`src/rtl/tq_pkg.sv`:
```
// Shared definitions for the tq (transform/quant) datapath.
//   TQ_IN_W    : signed sample width entering the 16-point row stages
//   TQ_MCM_W   : width of the odd constant-multiplier inputs (TQ_IN_W+1)
//   TQ_MCM_LAT : odd constant-multiplier latency in cycles
//   beat_t     : index of a 4-sample beat within a 16-sample row
package tq_pkg;
    localparam int TQ_IN_W    = 17;
    localparam int TQ_MCM_W   = 18;
    localparam int TQ_MCM_LAT = 2;

    typedef logic [1:0] beat_t;
    localparam beat_t LAST_BEAT = 2'd3;
endpackage

```
`src/rtl/premcm_16_if.sv`:
```
// Beat/result bundle of premcm_16.
//   i_valid, i_clear, inverse, i_data_0..3 : row beats in (master drives)
//   o_valid, o_odd_0..7, o_even_0..7       : registered butterfly results
//   o_al_valid, o_al_even_0..7, o_al_inverse : even half aligned to the
//                                              odd multiplier output
// Modports: master = row source / result sink, slave = premcm_16.
interface premcm_16_if
    import tq_pkg::*;
#(
    parameter int IN_W = TQ_IN_W
);
    localparam int OW = IN_W + 1;

    logic                   i_valid;
    logic                   i_clear;
    logic                   inverse;
    logic signed [IN_W-1:0] i_data_0, i_data_1, i_data_2, i_data_3;

    logic                   o_valid;
    logic signed [OW-1:0]   o_odd_0, o_odd_1, o_odd_2, o_odd_3,
                            o_odd_4, o_odd_5, o_odd_6, o_odd_7;
    logic signed [OW-1:0]   o_even_0, o_even_1, o_even_2, o_even_3,
                            o_even_4, o_even_5, o_even_6, o_even_7;
    logic                   o_al_valid;
    logic signed [OW-1:0]   o_al_even_0, o_al_even_1, o_al_even_2, o_al_even_3,
                            o_al_even_4, o_al_even_5, o_al_even_6, o_al_even_7;
    logic                   o_al_inverse;

    modport master (
        output i_valid, i_clear, inverse, i_data_0, i_data_1, i_data_2, i_data_3,
        input  o_valid,
               o_odd_0, o_odd_1, o_odd_2, o_odd_3, o_odd_4, o_odd_5, o_odd_6, o_odd_7,
               o_even_0, o_even_1, o_even_2, o_even_3, o_even_4, o_even_5, o_even_6, o_even_7,
               o_al_valid,
               o_al_even_0, o_al_even_1, o_al_even_2, o_al_even_3,
               o_al_even_4, o_al_even_5, o_al_even_6, o_al_even_7,
               o_al_inverse
    );

    modport slave (
        input  i_valid, i_clear, inverse, i_data_0, i_data_1, i_data_2, i_data_3,
        output o_valid,
               o_odd_0, o_odd_1, o_odd_2, o_odd_3, o_odd_4, o_odd_5, o_odd_6, o_odd_7,
               o_even_0, o_even_1, o_even_2, o_even_3, o_even_4, o_even_5, o_even_6, o_even_7,
               o_al_valid,
               o_al_even_0, o_al_even_1, o_al_even_2, o_al_even_3,
               o_al_even_4, o_al_even_5, o_al_even_6, o_al_even_7,
               o_al_inverse
    );
endinterface

```
`src/rtl/tq_dly_line.sv`:
```
// Fixed-latency register chain: q_o is d_i delayed by D cycles.
//   clk, rst (async, active low, clears the chain to 0)
//   d_i [W] in, q_o [W] out
module tq_dly_line #(
    parameter int W = 1,
    parameter int D = 1
) (
    input  logic         clk,
    input  logic         rst,
    input  logic [W-1:0] d_i,
    output logic [W-1:0] q_o
);
    logic [D-1:0][W-1:0] pipe_q;

    always_ff @(posedge clk or negedge rst) begin
        if (!rst) begin
            pipe_q <= '0;
        end else begin
            pipe_q[0] <= d_i;
            for (int i = 1; i < D; i++) pipe_q[i] <= pipe_q[i-1];
        end
    end

    assign q_o = pipe_q[D-1];
endmodule

```
`src/rtl/premcm_16.sv`:
```
// Row gather + first butterfly ahead of the 16-point DCT/IDCT odd MCM.
// A row of 16 samples arrives as 4 beats of 4. Beat 3 is combined live
// with the 12 gathered samples and the result registered:
//   forward : even_k = x[k]+x[15-k], odd_k = x[k]-x[15-k]
//   inverse : even_k = x[2k],        odd_k = x[2k+1]
// Ports: clk, rst (async active low), bus (premcm_16_if.slave).
// Parameters: IN_W sample width (outputs IN_W+1), DLY alignment depth.
// Build option PREMCM_ALIGN_EN: when defined, o_al_* are the even half,
// valid and mode delayed DLY cycles; otherwise o_al_* mirror o_* directly.
module premcm_16
    import tq_pkg::*;
#(
    parameter int IN_W = TQ_IN_W,
    parameter int DLY  = TQ_MCM_LAT
) (
    input  logic       clk,
    input  logic       rst,
    premcm_16_if.slave bus
);
    localparam int OW = IN_W + 1;

    if (DLY < 1) begin : g_bad_dly
        $error("premcm_16: DLY must be at least 1");
    end

    beat_t                 cnt_q, cnt_d;
    logic [11:0][IN_W-1:0] g_q;
    logic                  inv_q;
    logic [3:0][IN_W-1:0]  din;
    logic [15:0][IN_W-1:0] x;
    logic [7:0][OW-1:0]    even_d, odd_d, even_q, odd_q;
    logic                  vld_q, rinv_q;
    logic                  beat_ok, row_done;
    logic                  al_vld, al_inv;
    logic [7:0][OW-1:0]    al_even;

    function automatic logic [OW-1:0] sx(input logic [IN_W-1:0] v);
        return {v[IN_W-1], v};
    endfunction

    // Clear beats valid: a beat seen together with i_clear is dropped.
    assign beat_ok  = bus.i_valid && !bus.i_clear;
    assign row_done = beat_ok && (cnt_q == LAST_BEAT);
    assign din      = {bus.i_data_3, bus.i_data_2, bus.i_data_1, bus.i_data_0};
    assign x        = {din, g_q};

    always_comb begin
        cnt_d = cnt_q;
        if (bus.i_clear)      cnt_d = '0;
        else if (bus.i_valid) cnt_d = beat_t'(cnt_q + 2'd1);
        for (int k = 0; k < 8; k++) begin
            if (inv_q) begin
                even_d[k] = sx(x[2*k]);
                odd_d[k]  = sx(x[2*k+1]);
            end else begin
                even_d[k] = sx(x[k]) + sx(x[15-k]);
                odd_d[k]  = sx(x[k]) - sx(x[15-k]);
            end
        end
    end

    // Gather: clear only rewinds the counter; stale samples are overwritten.
    always_ff @(posedge clk or negedge rst) begin
        if (!rst) begin
            cnt_q <= '0;
            g_q   <= '0;
            inv_q <= 1'b0;
        end else begin
            cnt_q <= cnt_d;
            if (beat_ok) begin
                if (cnt_q == '0) inv_q <= bus.inverse;
                for (int b = 0; b < 3; b++)
                    if (cnt_q == beat_t'(b))
                        for (int j = 0; j < 4; j++) g_q[4*b+j] <= din[j];
            end
        end
    end

    always_ff @(posedge clk or negedge rst) begin
        if (!rst) begin
            vld_q  <= 1'b0;
            rinv_q <= 1'b0;
            even_q <= '0;
            odd_q  <= '0;
        end else begin
            vld_q <= row_done;
            if (row_done) begin
                even_q <= even_d;
                odd_q  <= odd_d;
                rinv_q <= inv_q;
            end
        end
    end

`ifdef PREMCM_ALIGN_EN
    localparam int BW = 2 + 8*OW;
    logic [BW-1:0] al_q;

    tq_dly_line #(.W(BW), .D(DLY)) u_al_dly (
        .clk (clk),
        .rst (rst),
        .d_i ({vld_q, rinv_q, even_q}),
        .q_o (al_q)
    );
    assign {al_vld, al_inv, al_even} = al_q;
`else
    assign al_vld  = vld_q;
    assign al_inv  = rinv_q;
    assign al_even = even_q;
`endif

    assign bus.o_valid      = vld_q;
    assign bus.o_al_valid   = al_vld;
    assign bus.o_al_inverse = al_inv;
    assign bus.o_even_0 = even_q[0];  assign bus.o_even_1 = even_q[1];
    assign bus.o_even_2 = even_q[2];  assign bus.o_even_3 = even_q[3];
    assign bus.o_even_4 = even_q[4];  assign bus.o_even_5 = even_q[5];
    assign bus.o_even_6 = even_q[6];  assign bus.o_even_7 = even_q[7];
    assign bus.o_odd_0  = odd_q[0];   assign bus.o_odd_1  = odd_q[1];
    assign bus.o_odd_2  = odd_q[2];   assign bus.o_odd_3  = odd_q[3];
    assign bus.o_odd_4  = odd_q[4];   assign bus.o_odd_5  = odd_q[5];
    assign bus.o_odd_6  = odd_q[6];   assign bus.o_odd_7  = odd_q[7];
    assign bus.o_al_even_0 = al_even[0];  assign bus.o_al_even_1 = al_even[1];
    assign bus.o_al_even_2 = al_even[2];  assign bus.o_al_even_3 = al_even[3];
    assign bus.o_al_even_4 = al_even[4];  assign bus.o_al_even_5 = al_even[5];
    assign bus.o_al_even_6 = al_even[6];  assign bus.o_al_even_7 = al_even[7];
endmodule

```
`src/flat_wrapper.sv`:
```
// flat-port wrapper written by rule: the top's interface ports become plain ports
module premcm_16_flat import tq_pkg::*;
#(
    parameter int IN_W = TQ_IN_W,
    parameter int DLY  = TQ_MCM_LAT
)
  (clk, rst, bus_i_valid, bus_i_clear, bus_inverse, bus_i_data_0, bus_i_data_1, bus_i_data_2, bus_i_data_3, bus_o_valid, bus_o_odd_0, bus_o_odd_1, bus_o_odd_2, bus_o_odd_3, bus_o_odd_4, bus_o_odd_5, bus_o_odd_6, bus_o_odd_7, bus_o_even_0, bus_o_even_1, bus_o_even_2, bus_o_even_3, bus_o_even_4, bus_o_even_5, bus_o_even_6, bus_o_even_7, bus_o_al_valid, bus_o_al_even_0, bus_o_al_even_1, bus_o_al_even_2, bus_o_al_even_3, bus_o_al_even_4, bus_o_al_even_5, bus_o_al_even_6, bus_o_al_even_7, bus_o_al_inverse);
  premcm_16_if #(.IN_W(IN_W)) bus_i ();
  input  logic clk;
  input  logic rst;
  input wire logic [$bits(bus_i.i_valid)-1:0] bus_i_valid;
  input wire logic [$bits(bus_i.i_clear)-1:0] bus_i_clear;
  input wire logic [$bits(bus_i.inverse)-1:0] bus_inverse;
  input wire logic [$bits(bus_i.i_data_0)-1:0] bus_i_data_0;
  input wire logic [$bits(bus_i.i_data_1)-1:0] bus_i_data_1;
  input wire logic [$bits(bus_i.i_data_2)-1:0] bus_i_data_2;
  input wire logic [$bits(bus_i.i_data_3)-1:0] bus_i_data_3;
  output wire logic [$bits(bus_i.o_valid)-1:0] bus_o_valid;
  output wire logic [$bits(bus_i.o_odd_0)-1:0] bus_o_odd_0;
  output wire logic [$bits(bus_i.o_odd_1)-1:0] bus_o_odd_1;
  output wire logic [$bits(bus_i.o_odd_2)-1:0] bus_o_odd_2;
  output wire logic [$bits(bus_i.o_odd_3)-1:0] bus_o_odd_3;
  output wire logic [$bits(bus_i.o_odd_4)-1:0] bus_o_odd_4;
  output wire logic [$bits(bus_i.o_odd_5)-1:0] bus_o_odd_5;
  output wire logic [$bits(bus_i.o_odd_6)-1:0] bus_o_odd_6;
  output wire logic [$bits(bus_i.o_odd_7)-1:0] bus_o_odd_7;
  output wire logic [$bits(bus_i.o_even_0)-1:0] bus_o_even_0;
  output wire logic [$bits(bus_i.o_even_1)-1:0] bus_o_even_1;
  output wire logic [$bits(bus_i.o_even_2)-1:0] bus_o_even_2;
  output wire logic [$bits(bus_i.o_even_3)-1:0] bus_o_even_3;
  output wire logic [$bits(bus_i.o_even_4)-1:0] bus_o_even_4;
  output wire logic [$bits(bus_i.o_even_5)-1:0] bus_o_even_5;
  output wire logic [$bits(bus_i.o_even_6)-1:0] bus_o_even_6;
  output wire logic [$bits(bus_i.o_even_7)-1:0] bus_o_even_7;
  output wire logic [$bits(bus_i.o_al_valid)-1:0] bus_o_al_valid;
  output wire logic [$bits(bus_i.o_al_even_0)-1:0] bus_o_al_even_0;
  output wire logic [$bits(bus_i.o_al_even_1)-1:0] bus_o_al_even_1;
  output wire logic [$bits(bus_i.o_al_even_2)-1:0] bus_o_al_even_2;
  output wire logic [$bits(bus_i.o_al_even_3)-1:0] bus_o_al_even_3;
  output wire logic [$bits(bus_i.o_al_even_4)-1:0] bus_o_al_even_4;
  output wire logic [$bits(bus_i.o_al_even_5)-1:0] bus_o_al_even_5;
  output wire logic [$bits(bus_i.o_al_even_6)-1:0] bus_o_al_even_6;
  output wire logic [$bits(bus_i.o_al_even_7)-1:0] bus_o_al_even_7;
  output wire logic [$bits(bus_i.o_al_inverse)-1:0] bus_o_al_inverse;
  assign bus_i.i_valid = bus_i_valid;
  assign bus_i.i_clear = bus_i_clear;
  assign bus_i.inverse = bus_inverse;
  assign bus_i.i_data_0 = bus_i_data_0;
  assign bus_i.i_data_1 = bus_i_data_1;
  assign bus_i.i_data_2 = bus_i_data_2;
  assign bus_i.i_data_3 = bus_i_data_3;
  assign bus_o_valid = bus_i.o_valid;
  assign bus_o_odd_0 = bus_i.o_odd_0;
  assign bus_o_odd_1 = bus_i.o_odd_1;
  assign bus_o_odd_2 = bus_i.o_odd_2;
  assign bus_o_odd_3 = bus_i.o_odd_3;
  assign bus_o_odd_4 = bus_i.o_odd_4;
  assign bus_o_odd_5 = bus_i.o_odd_5;
  assign bus_o_odd_6 = bus_i.o_odd_6;
  assign bus_o_odd_7 = bus_i.o_odd_7;
  assign bus_o_even_0 = bus_i.o_even_0;
  assign bus_o_even_1 = bus_i.o_even_1;
  assign bus_o_even_2 = bus_i.o_even_2;
  assign bus_o_even_3 = bus_i.o_even_3;
  assign bus_o_even_4 = bus_i.o_even_4;
  assign bus_o_even_5 = bus_i.o_even_5;
  assign bus_o_even_6 = bus_i.o_even_6;
  assign bus_o_even_7 = bus_i.o_even_7;
  assign bus_o_al_valid = bus_i.o_al_valid;
  assign bus_o_al_even_0 = bus_i.o_al_even_0;
  assign bus_o_al_even_1 = bus_i.o_al_even_1;
  assign bus_o_al_even_2 = bus_i.o_al_even_2;
  assign bus_o_al_even_3 = bus_i.o_al_even_3;
  assign bus_o_al_even_4 = bus_i.o_al_even_4;
  assign bus_o_al_even_5 = bus_i.o_al_even_5;
  assign bus_o_al_even_6 = bus_i.o_al_even_6;
  assign bus_o_al_even_7 = bus_i.o_al_even_7;
  assign bus_o_al_inverse = bus_i.o_al_inverse;
  premcm_16 #(.IN_W(IN_W), .DLY(DLY)) u_core (.clk(clk), .rst(rst), .bus(bus_i));
endmodule
```
`config.mk`:
```
export PLATFORM = sky130hd
export DESIGN_NAME = premcm_16_flat
export DESIGN_NICKNAME = d
export VERILOG_FILES = /design/src/rtl/tq_pkg.sv /design/src/rtl/premcm_16_if.sv /design/src/rtl/tq_dly_line.sv /design/src/rtl/premcm_16.sv /design/src/flat_wrapper.sv
export SDC_FILE = /design/constraint.sdc
export NUM_CORES = 1
export LEC_CHECK = 0
export BUFFER_PORTS_ARGS = -buffer_cell sky130_fd_sc_hd__buf_2
export CAP_MARGIN = 10
export CORE_MARGIN = 1.5
export CORE_UTILIZATION = 55
export DETAILED_ROUTE_END_ITERATION = 10
export PLACE_DENSITY = 0.77
export SETUP_SLACK_MARGIN = 0.1
export SYNTH_ARGS = -nofsm -noshare
export SYNTH_HDL_FRONTEND = slang
export SYNTH_SLANG_ARGS = --single-unit
```
`constraint.sdc`:
```
create_clock -name clk -period 3.2 [get_ports clk]
set_input_delay 0.32 -clock clk [delete_from_list [all_inputs] [get_ports clk]]
set_output_delay 0.32 -clock clk [all_outputs]
set_load 0.1 [all_outputs]
```
==> metrics <==
status=finished clean; HPWL Detailed=86500 um; # DRC=0; fraction of registers with async set/reset=100%; top-area cell type share of the netlist area=36.9%; global-route wire length before repair=174000 um; Max-Slew Margin vs Limit=45.0%; # port buffers=507; yosys warns=0; Die Y=251 um; Area growth, synth to finish=13.4%; largest net degree at the start of global routing=142; Placement Rows=90; Placed Instance Area=36200 sq um; largest family of logic cells by synthesized area=compound AO/OA/AOI/OAI gates; static leakage=19.5 nW; fin crit share=94.2%; number of max-cap violations=0; Finished Cell Area=38300 sq um; setup TNS=0 ps; max FFs per register=204; proportion of synthesized area in mux cells=2.63%; Syn Nets=4402; Synth Area in XOR/XNOR=3.95%; Max IR drop VDD=0.919 mV; Top Ports=508; Post-CTS Setup Bufs=0; layout cells sized above 1=17.3%; DRT iter0 DRCs=2742; Total Power=45.1 mW; Routed Antenna Nets=0; post-synthesis adder-cell area fraction=11.2%; Max Root-Sink Buffers=3; root buffer selected by CTS=clkbuf_16; die footprint=62800 sq um; Clock transition at path regs=70 ps; PD cells=1180 nW/um^2; final wirelength=115000 um; DR pass1 iterations=7; drt wl/cell=22.3 um; vias in the first global route=29400; CP endpoint kind=flip-flop; Worst-Margin Slew=825 ps; via/cell ratio=6.02; fin nets=4679; vias=31000; largest register by flop count=u_core.g_q; GRT Overall Usage=35.9%; hold slack=13.9 ps; Synth Cell Area=33700 sq um; most common cell after layout, fill and taps aside=buf_2; f_max=332 MHz; CTS H-tree lvls=2; top_reg_cell synth=dfrtp_1; post-layout min period=3020 ps; endpoints failing hold=0; Synth Area in Simple Gates=15.4%; Worst EP required=3720 ps; CTS tree=yes; Yosys reg bits=497; Mean Syn Cell Area=8.36 sq um; critical path class=reg2reg; Synth Instances=4037; critical-path maximum fanout=4; Initial Util=55.8%; global route overflow=0; initial antenna violation count=10; Synth area leader=dfrtp_1; CP Data Arrival Time=3530 ps; die span in x=251 um; largest cells by area after synthesis=dfrtp_1, ha_1, o21ai_0, nand2_1, a21oi_1; Worst Hold Class=in2reg; Post-synth EDFFs=0; unrepaired setup endpoints after global routing=true; clk_lat worst skew=630 ps; Final Slew Violations=0; core area=60500 sq um; GPL Wtd Cong=0.946; sequential share of the synthesized area=36.9%; most frequent cells in the layout=buf_2, dfrtp_1, o21ai_0; skew final=17.2 ps; Num CTS Buffers=56; CP Launch Type=flip-flop; Compound-Gate Fraction of Synth Area=21.0%; setup violators final=0; synth unique cells=85; # clock sinks=497
-- per-stage QoR --
step           std cells  utilization [%]  setup slack (ps)
5_1_grt             5140             63.3              63.1
3_3_place_gp        5028             59.9               141
2_1_floorplan       4037                -               530
3_5_place_dp        5028             59.9               126
4_1_cts             5135             63.2               144
6_report            5144             63.3               185
-- report_power, final --
part           internal (mW)  switching [mW]  total (mW)  leakage (nW)
Combinational           6.63            21.6        28.2          12.1
Sequential              8.16            2.07        10.2          6.50
Clock                   3.91            2.74        6.66         0.901
Total                   18.7            26.4        45.1          19.5
-- final timing paths --
| path | cells past startpoint | slack [ps] | endpoint | startpoint |
|---|---|---|---|---|
| worst max-delay path | 11 | 180 | u_core.bus.o_al_even_7[16] | u_core.g_q[119] |
| worst min-delay path | 3 | 10 | u_core.cnt_q[1] | bus_i_valid |
| worst max register to register | 11 | 180 | u_core.bus.o_al_even_7[16] | u_core.g_q[119] |
| worst min register to register | 2 | 470 | u_core.bus.o_odd_6[8] | u_core.bus.o_odd_6[8] |
| max in group asynchronous | 3 | 1950 | u_core.inv_q | rst |
| min in group asynchronous | 2 | 280 | u_core.bus.o_al_even_5[17] | rst |
-- worst max-delay path, stage by stage (launching register included) --
cell and delay, ps:
dfrtp_1 410, ha_1 230, fa_1 400, nor2b_1 170
o311ai_1 290, buf_4 180, a31oi_1 190, a211oi_2 360
o31ai_1 190, a221oi_2 270, xnor2_1 150, a21oi_1 80
-- layout make-up --
class                   count  area [sq um]
fillers                  5273         22200
multi-input cells        2889         18300
flip-flops and latches    497         12400
repair buffers            607          3620
clock buffers              77          1620
inverters                 263           995
well taps                 782           978
clock inverters            20           246
diodes                      9          22.5
-- synthesized netlist by cell type, drive strengths merged (7+ instances only) --
| library cell | count |
|---|---|
| nor2b | 47 |
| o21ai | 487 |
| nand3b | 7 |
| o22ai | 19 |
| inv | 262 |
| a211o | 8 |
| clkbuf | 199 |
| mux2i | 68 |
| mux2 | 18 |
| a31oi | 61 |
| or2 | 7 |
| dfrtp | 497 |
| o311ai | 18 |
| a221oi | 7 |
| o21bai | 31 |
| fa | 16 |
| nor4 | 16 |
| nand3 | 65 |
| a21boi | 15 |
| or4 | 8 |
| o211ai | 11 |
| buf | 189 |
| a211oi | 23 |
| ha | 276 |
| nor3 | 119 |
| o21a | 42 |
| a21o | 32 |
| or3 | 27 |
| nor2 | 279 |
| and3 | 50 |
| xor2 | 39 |
| nand2b | 41 |
| nand2 | 480 |
| o31ai | 39 |
| xnor2 | 113 |
| a21oi | 330 |
-- logic make-up after synthesis --
kind of cell	after synthesis
AOI/OAI and AO/OA	1194
and+or+nand+nor	1165
buffers and inverters	651
DFF	497
adders and majority gates	292
xor gates and xnor gates	152
muxes	86
-- repair_timing --
action	CTS	global route
hold buffers	10	0
gates resized for setup	0	9
endpoints found under the setup margin	0	10
hold endpoints to repair	71	0
-- layer usage --
metal	part of all wire, %	wire [um]	GRT usage, %	vias to the layer above
li1	-	-	-	14300
met1	42	48200	49.6	15000
met2	45	51900	56.5	1407
met3	9.2	10500	6.98	212
met4	3.5	4030	12.4	8
met5	0.049	56	0	-
No activity file was read; power rests on OpenSTA's default activity.
